File: src/rtl/cw_link_tx.sv
// cw_link_tx: clockwise ring link transmitter with a packet FIFO and a hop-shifting send FSM
module cw_link_tx #(
    parameter int DATA_WIDTH = 64,
    parameter int DEPTH      = 2,
    parameter int HOP_MSB    = 55,
    parameter int HOP_LSB    = 48
) (
    input  logic                  clk,
    input  logic                  rst,
    input  logic                  pesi,
    input  logic [DATA_WIDTH-1:0] pedi,
    output logic                  peri,
    output logic                  cwso,
    output logic [DATA_WIDTH-1:0] cwdo,
    input  logic                  cwro,
    output logic                  hop_err
);
    localparam int AW = $clog2(DEPTH);
    typedef enum logic [1:0] {IDLE = 2'd0, SEND = 2'd1, HOLD = 2'd2} state_t;
    state_t                  r_state, w_state_nxt;
    logic [DATA_WIDTH-1:0]   r_mem [DEPTH];
    logic [AW:0]             r_wp, r_rp;
    logic                    w_full, w_empty, w_push, w_pop;
    logic [DATA_WIDTH-1:0]   w_head, w_fwd, w_cwdo_nxt, r_cwdo;
    logic [HOP_MSB-HOP_LSB:0] w_hop;
    logic                    w_cwso_nxt, w_err_nxt, r_cwso, r_hop_err;
    assign w_full  = (r_wp[AW] != r_rp[AW]) && (r_wp[AW-1:0] == r_rp[AW-1:0]);
    assign w_empty = r_wp == r_rp;
    assign peri    = rst && !w_full;
    assign w_push  = pesi && peri;
    assign w_pop   = (r_state == IDLE) && !w_empty && cwro;
    assign w_head  = r_mem[r_rp[AW-1:0]];
    assign w_hop   = w_head[HOP_MSB:HOP_LSB];
    assign cwso    = r_cwso;
    assign cwdo    = r_cwdo;
    assign hop_err = r_hop_err;
    // head packet as it goes on the link: hop field halved, every other bit untouched
    always_comb begin
        w_fwd = w_head;
        w_fwd[HOP_MSB:HOP_LSB] = w_hop >> 1;
    end
    // FIFO storage; stale entries are never read, so no reset is needed
    always_ff @(posedge clk) begin
        if (w_push) r_mem[r_wp[AW-1:0]] <= pedi;
    end
    // read/write pointers with an extra wrap bit to tell full from empty
    always_ff @(posedge clk or negedge rst) begin
        if (!rst) begin
            r_wp <= '0;
            r_rp <= '0;
        end else begin
            if (w_push) r_wp <= r_wp + 1'b1;
            if (w_pop)  r_rp <= r_rp + 1'b1;
        end
    end
    // send FSM next state and next link outputs; SEND and HOLD pace the link to one packet per 3 cycles
    always_comb begin
        w_state_nxt = r_state;
        w_cwso_nxt  = 1'b0;
        w_err_nxt   = 1'b0;
        w_cwdo_nxt  = r_cwdo;
        case (r_state)
            IDLE: if (w_pop) begin
                if (w_hop != '0) begin
                    w_cwdo_nxt  = w_fwd;
                    w_cwso_nxt  = 1'b1;
                    w_state_nxt = SEND;
                end else begin
                    w_err_nxt = 1'b1;
                end
            end
            SEND:    w_state_nxt = HOLD;
            HOLD:    w_state_nxt = IDLE;
            default: w_state_nxt = IDLE;
        endcase
    end
    // FSM state and registered link outputs
    always_ff @(posedge clk or negedge rst) begin
        if (!rst) begin
            r_state   <= IDLE;
            r_cwso    <= 1'b0;
            r_cwdo    <= '0;
            r_hop_err <= 1'b0;
        end else begin
            r_state   <= w_state_nxt;
            r_cwso    <= w_cwso_nxt;
            r_cwdo    <= w_cwdo_nxt;
            r_hop_err <= w_err_nxt;
        end
    end
endmodule

File: config.mk
export PLATFORM = sky130hd
export DESIGN_NAME = cw_link_tx
export DESIGN_NICKNAME = d
export VERILOG_FILES = /design/src/rtl/cw_link_tx.sv
export SDC_FILE = /design/constraint.sdc
export NUM_CORES = 1
export LEC_CHECK = 0
export ABC_AREA = 1
export CORE_UTILIZATION = 56
export DETAILED_ROUTE_END_ITERATION = 8
export GPL_TIMING_DRIVEN = 0
export PLACE_DENSITY = 0.95
export SLEW_MARGIN = 10
export SYNTH_ARGS = -nofsm -noshare
export SYNTH_HDL_FRONTEND = slang
export SYNTH_SLANG_ARGS = --single-unit
File: constraint.sdc
create_clock -name clk -period 12.7 [get_ports clk]
set_input_delay 3.175 -clock clk [delete_from_list [all_inputs] [get_ports clk]]
set_output_delay 3.175 -clock clk [all_outputs]
set_load 0.05 [all_outputs]
==> After elaboration in Yosys (flattened, before gate mapping) <==
Memories as Yosys holds them, arrays and structs flattened.
Cells that the tools add are included.
{ "classes": {"n_eq_ne": 6, "reduce_logical": 11, "mux": 11, "n_addsub": 2} }
{ "op_table": {"columns": ["cell", "n"], "rows": [
  ["2-to-1 mux 1 bit", 8],
  ["nonzero test 8 bit", 1],
  ["logical AND 1 bit", 5],
  ["adder 2 x 1 -> 2 bit, second input constant", 2],
  ["2-to-1 mux 2 bit", 2],
  ["case mux 2 bit (2 select lines)", 1],
  ["AND reduction 3 bit", 1],
  ["equality test 2 x 1 -> 1 bit, second input constant", 1],
  ["equality test 2 bit", 1],
  ["logical NOT 1 bit", 2],
  ["logical NOT 2 bit", 1],
  ["inequality test 2 x 1 -> 1 bit, second input constant", 1],
  ["inequality test 2 bit, second input constant", 1],
  ["AND reduction 2 bit", 1],
  ["equality test 1 bit", 1],
  ["inequality test 1 bit", 1]
]} }
{ "totals": {"inputBits": 68, "ff_bits": 71, "out_inout_bits": 67, "wordCells": 37, "mem_bits_rw": 128, "memories": 1} }
{ "mem_list": {"columns": ["name", "words", "width", "rd", "rd_clocked_by_memory_dff", "write_ports", "line", "text"], "rows": [
  ["r_mem", 2, 64, 1, 0, 1, "21", "logic [DATA_WIDTH-1:0] r_mem [DEPTH];"]
]} }

==> Logic depth before layout (Yosys ltp) <==
Gate-level depths: netlist of run 1.
{ "depth": {"depth_word": 7, "depth_mapped": 12, "ltp_nobuf": 9} }

==> Least setup slack after synthesis of run 1 <==
OpenSTA, ideal clock, no wires.
{ "synth_path": {"kind": "input to output", "from": "input rst", "to": "output peri", "path_slack_ps": 5211, "arrival_ps": 4314, "required_time_ps": 9525, "path_stages": 1, "n_path_buf": 0, "cell_sequence": "a21boi_0"} }
{ "synth_between": {"elab_chain_len": 1} }
{ "synth_lines": {"columns": ["element", "line", "text"], "rows": [
  ["start: declaration", "9", "input logic rst,"],
  ["logical AND 1 bit", "29", "assign peri = rst && !w_full;"],
  ["end: declaration", "12", "output logic peri,"]
]} }
Every way passes these cells.

==> Worst setup path in the final report of run 1 <==
Ends and elaborated chain as after synthesis.

==> results of run 1 <==
per-layer routing:
| metal | wire length [um] | vias to the layer above |
|---|---|---|
| li1 | - | 2509 |
| met4 | 509 | 0 |
| met3 | 805 | 37 |
| met1 | 6480 | 2532 |
| met5 | 0 | - |
| met2 | 9210 | 195 |
state kept, by name, summed over array words and instances (netlist names):
| register | flops |
|---|---|
| cwso | 1 |
| hop_err | 1 |
| r_wp | 2 |
| r_state | 2 |
| r_rp | 2 |
| cwdo | 63 |
| r_mem | 128 |
cells in the mapped netlist:
cell type / n
buf_1: 2
nor3b_1: 1
buf_2: 16
buf_4: 9
conb_1: 1
nand3_1: 64
edfxtp_1: 128
nand2_1: 320
a21boi_0: 1
xnor2_1: 3
nor2_1: 9
buf_6: 5
inv_2: 1
xor2_1: 2
dfrtp_1: 71
buf_8: 1
clkbuf_1: 3
inv_1: 29
nand2_2: 10
o21ai_0: 2
cell families (layout without fill, tap and decap cells):
kind of cell    Yosys count  in the layout  synth area share (%)
flops                   199            199                  73.4
buf+inv                  66            236                  4.57
other cells               1              1                0.0489
simple gates            404            404                  21.2
compound gates            3              3                 0.229
xor+xnor                  5              5                 0.572
layout make-up:
| class | instances | area (um^2) |
|---|---|---|
| clock inverter | 13 | 144 |
| buffer | 36 | 238 |
| fill | 832 | 3370 |
| multi-input combinational | 413 | 1710 |
| clock buffer | 19 | 454 |
| inverter | 30 | 113 |
| sequential | 199 | 5620 |
| tap | 176 | 220 |
| timing repair buffer | 138 | 1430 |
through the flow:
stage	area, um^2	util (%)
after floorplan	7660	-
after global placement	9210	69.3
after detailed placement	9330	70.1
after CTS	9920	74.6
after global routing	9920	74.6
final	9920	74.6
final timing paths:
| path | cells after the start | end | start |
|---|---|---|---|
| setup / recovery | 3 | peri | rst |
| hold / removal | 1 | r_state[1]$_DFFE_PN0P_ | r_state[1]$_DFFE_PN0P_ |
| setup reg to reg | 5 | r_mem[0][37]$_DFFE_PP_ | r_wp[0]$_DFFE_PN0N_ |
| hold reg to reg | 1 | r_state[1]$_DFFE_PN0P_ | r_state[1]$_DFFE_PN0P_ |
| max in group asynchronous | 2 | cwdo[24]$_DFFE_PN0P_ | rst |
| min in group asynchronous | 1 | cwdo[0]$_DFFE_PN0P_ | rst |
power breakdown:
part           switching, mW  internal, mW
combinational          0.771         0.363
sequential            0.0880         0.874
clock                  0.233         0.304
==> impl_results.md, run 1 <==
- Gr busiest metal: met2
- Drt initial violations: 409
- Post-layout nets: 903
- Inserted Clock Buffers: 17
- Met2 Track Usage GR: 45.5%
- Min-Delay Path Class: flip-flop to flip-flop
- Buffer and inverter count on the worst path: 2
- Antenna Violating Nets Remaining: 0
- First-pass GRT wire length: 26800 um
- Final cell count without fillers: 1024
- Initial Util: 57.6%
- # rows: 42
- R2R Setup Slk: 10.61 ns
- Relative slew slack: 59.0%
- Initial antenna violation count: 0
- Final setup viols: 0
- VDD IR max: 0.141 mV
- Routed len/inst: 16.6 um
- Setup slack after layout: 4.92 ns
- Fin. Hold Viols: 0
- Most frequent cells in the layout: nand2_1 (320), clkdlybuf4s50_1 (132), edfxtp_1 (128)
- Distinct cells, synth: 20
- Pwr dens: 265 mW/mm^2
- Largest net degree at the start of global routing: 41
- Crit-path max FO: 34
- Core Footprint: 0.0133 mm^2
- Gr ovfl total: 0
- Die Wd: 119 um
- Min Hold Slack: 0.424 ns
- Post-layout min period: 7.78 ns
- Die Ht: 119 um
- Top delay family on crit path: buffers and inverters
- Worst path cell trace: buf_4 -> a21boi_0 -> clkdlybuf4s50_1
- RSZ-0062 raised after global routing: no
- Slew Limit Fails: 0
- Clock Skews: 0.00975 ns
- Layout cells sized above 1: 9.32%
- Clk sink count: 199
- Post-Route WL: 17000 um
- CP max stage delay: 0.82 ns
- Met3 Track Usage GR: 5.03%
- Main area contributors after synthesis: edfxtp_1 (50%), dfrtp_1 (23%), nand2_1 (16%), nand3_1 (4.2%), inv_1 (1.4%)
- Setup TNS: 0 ns
- Clk_lat worst skew: 0.43 ns
- Fmax: 129 MHz
- Routability Congestion: 0.765
- Final period utilization: 61.3%
- Post-Syn Instances: 678
- CTS root buf: clkbuf_16
- CTS Buffer Depth: 2
- GRT Total Usage: 25.9%
- # IOs: 135
- Post-synth top area share: 50.2%
- Vias in the first global route: 5196
- Worst EP arrival: 4.61 ns
- Hpwl dp: 11200 um
- Hold Buf Count CTS: 0
- Via count: 5273
- Tot Pwr: 2.63 mW
- Clock slew at reported path FFs: 0.06 ns
- Syn Nets: 746
- Die area: 0.0142 mm^2
- Mapped Area: 0.00766 mm^2
- Vias/cell: 5.15
- Setup WS pre-CTS: 4.89 ns
- Post-synthesis sequential area ratio: 73.4%
- Leading area contributor after synthesis: edfxtp_1
- Max Cap Viol: 0
- CP required: 9.52 ns
- Diode count: 0
- Synth warn: 0
- 1st-pass router iterations: 5
- CP Capture Type: primary output
- Area Overhead vs Synth: 29.5%
- IO buf count: 133
- Post-placement cell count: 992
- Synth Register Bits: 199
- Worst path slowest cell: clkdlybuf4s50_1
- CTS resizes: 0
- Worst-Margin Slew: 0.614 ns
- Synth Area per Inst: 11.3 um^2
- Startpoint types: primary input
- Critical path class: primary input to primary output
- Outcome: completed
- Most common cell after layout, fill and taps aside: nand2_1
- Leakage power: 4.38 nW
- H-tree depth: 4
- CTS tree: done
- Setup bufs post-CTS: 0
- DRC violations left: 0
- Met1 Use GR: 30.6%
No activity file was read; power rests on OpenSTA's default activity.
==> inputs of run 2 (changes only) <==
--- a/config.mk
+++ b/config.mk
@@ -6,10 +6,10 @@
 export NUM_CORES = 1
 export LEC_CHECK = 0
 export ABC_AREA = 1
-export CORE_UTILIZATION = 56
+export CORE_UTILIZATION = 52
 export DETAILED_ROUTE_END_ITERATION = 8
 export GPL_TIMING_DRIVEN = 0
-export PLACE_DENSITY = 0.95
+export PLACE_DENSITY = 0.9
 export SLEW_MARGIN = 10
 export SYNTH_ARGS = -nofsm -noshare
 export SYNTH_HDL_FRONTEND = slang
==> constraint.sdc (replaced) <==
create_clock -name clk -period 8.2 [get_ports clk]
set_input_delay 2.05 -clock clk [delete_from_list [all_inputs] [get_ports clk]]
set_output_delay 2.05 -clock clk [all_outputs]
set_load 0.05 [all_outputs]
==> run 2 against run 1 <==
Cell area about the same. First-iteration DRC count down 20%. Die area up 7.6%. Register-to-register slack worse by 4.7 ns. Clock power up 57%. Sequential share of layout area about the same. Worst hold slack better by 0.019 ns. Routed wire length down 5.5%.
==> impl_results.md, run 2 (synthesized netlist as in run 1, its figures left out) <==
- Final setup viols: 0
- Vias/cell: 4.93
- Max reg flops: 128
- Outcome: completed
- Setup bufs post-CTS: 0
- Most common cell after layout, fill and taps aside: nand2_1
- Worst reg2reg startpoint: r_wp[0]$_DFFE_PN0N_
- Clock power share: 20.8%
- CP max stage delay: 0.83 ns
- Hold Buf Count CTS: 0
- Hold path depth: 1
- Gr ovfl total: 0
- VDD IR max: 0.191 mV
- Antenna Violating Nets Remaining: 0
- Drt initial violations: 327
- Inserted Clock Buffers: 17
- Fmax: 171 MHz
- Final cell count without fillers: 1028
- Initial Util: 54.1%
- CTS Buffer Depth: 2
- Largest net degree at the start of global routing: 40
- Fin. Hold Viols: 0
- IO buf count: 133
- Clk_lat worst skew: 0.43 ns
- Most frequent cells in the layout: nand2_1 (320), clkdlybuf4s50_1 (132), edfxtp_1 (128)
- Area Overhead vs Synth: 29.6%
- Post-placement cell count: 996
- Post-Route WL: 16100 um
- Initial antenna violation count: 0
- R2R Setup Slk: 5.91 ns
- Clock slew at reported path FFs: 0.07 ns
- CP required: 6.15 ns
- Multi-input logic area: 0.00171 mm^2
- Final period utilization: 71.2%
- Critical path class: primary input to primary output
- Layout fillers: 969
- DRC violations left: 0
- Hpwl dp: 11000 um
- NetSw: 1.67 mW
- Leakage power: 4.37 nW
- CP Capture Type: primary output
- R2R depth: 6
- Max Cap Viol: 0
- Crit-path max FO: 39
- Routed len/inst: 15.6 um
- Worst-Margin Slew: 0.585 ns
- Sequential share of power: 36.4%
- Logic pwr share: 42.8%
- Die Wd: 123 um
- Via count: 5070
- Register Area: 0.00562 mm^2
- H-tree depth: 4
- Hold Path End: r_state[1]$_DFFE_PN0P_
- # IOs: 135
- CTS tree: done
- Worst EP arrival: 3.79 ns
- Clk sink count: 199
- Clock Skews: 0.0104 ns
- Layout cells sized above 1: 9.43%
- CTS resizes: 0
- Vias in the first global route: 4982
- Setup TNS: 0 ns
- Worst path slowest cell: clkdlybuf4s50_1
- Net Sw Frac: 41.0%
- CTS root buf: clkbuf_16
- Post-layout nets: 903
- Worst path cell trace: buf_4 -> buf_12 -> a21boi_0 -> clkdlybuf4s50_1
- Routability Congestion: 0.750
- 1st-pass router iterations: 5
- First-pass GRT wire length: 24900 um
- RSZ-0062 raised after global routing: no
- Diode count: 0
- Min-Delay Path Class: flip-flop to flip-flop
- Slew Limit Fails: 0
- Die Ht: 123 um
- # rows: 43
- Min-delay src: r_state[1]$_DFFE_PN0P_
- Core Footprint: 0.0141 mm^2
- Final design area excluding fillers: 0.00993 mm^2
- Pint: 2.40 mW
- Relative slew slack: 60.9%
- Pwr dens: 409 mW/mm^2
- Total placed instance area: 0.00933 mm^2
- Post-layout min period: 5.84 ns
- Critical R2R Capture: r_mem[0][31]$_DFFE_PP_
- Die area: 0.0152 mm^2
- Startpoint types: primary input
- GRT Total Usage: 22.8%
[run 2: changes by cell type in the layout (fill, tap and decap cells not counted)]
| cell | change |
|---|---|
| clkinv_4 | -2 |
| bufinv_16 | +1 |
| clkbuf_1 | -1 |
| clkinvlp_4 | +2 |
| clkinv_2 | +1 |
| clkbuf_16 | -1 |
[run 2: stage by stage]
step                      utilization [%]  worst slack [ns]  hold WS (ns)  power, mW
after global placement               65.1             -2.10         0.410       3.17
after detailed placement             65.9              2.31         0.449       3.25
final                                70.2              2.36         0.443       4.06
after global routing                 70.2              2.18         0.464       4.29
after floorplan                         -              2.81         0.401       2.65
after CTS                            70.2              2.31         0.458       4.09
[run 2: worst max-delay path, delay by kind of cell]
family	cells	cell delay, ns
AO/OA/AOI/OAI	1	0.22
buffers and inverters	3	1.51
[run 2: power groups by stage]
stage                     clock [mW]  sequential [mW]  combinational [mW]
after floorplan                    0             1.99               0.657
after global placement             0             1.50                1.67
after detailed placement           0             1.50                1.75
after CTS                      0.854             1.48                1.75
after global routing           0.892             1.50                1.89
final                          0.844             1.48                1.74
[run 2: worst max path at each step]
stage | startpoint | end | slack (ns) | cells after the start
2_1_floorplan | pesi | r_mem[0][0]$_DFFE_PP_ | 2.81 | 2
3_3_place_gp | rst | r_mem[0][11]$_DFFE_PP_ | -2.10 | 3
3_5_place_dp | rst | peri | 2.31 | 4
4_1_cts | rst | peri | 2.31 | 4
5_1_grt | rst | peri | 2.18 | 4
6_report | rst | peri | 2.36 | 4
[run 2: cell type report]
type	count	share of cell area (%)
Timing Repair Buffer	138	14.4
Sequential cell	199	56.6
Clock buffer	17	4.28
Clock inverter	15	1.78
Inverter	30	1.13
Multi-Input combinational cell	413	17.2
Tap cell	180	2.27
Buffer	36	2.39
[run 2: metal layers]
metal	wire, um	global-route usage (%)
met1	6340	26.4
met2	8620	40.3
met3	758	5.81
met4	365	9.26
met5	0	0
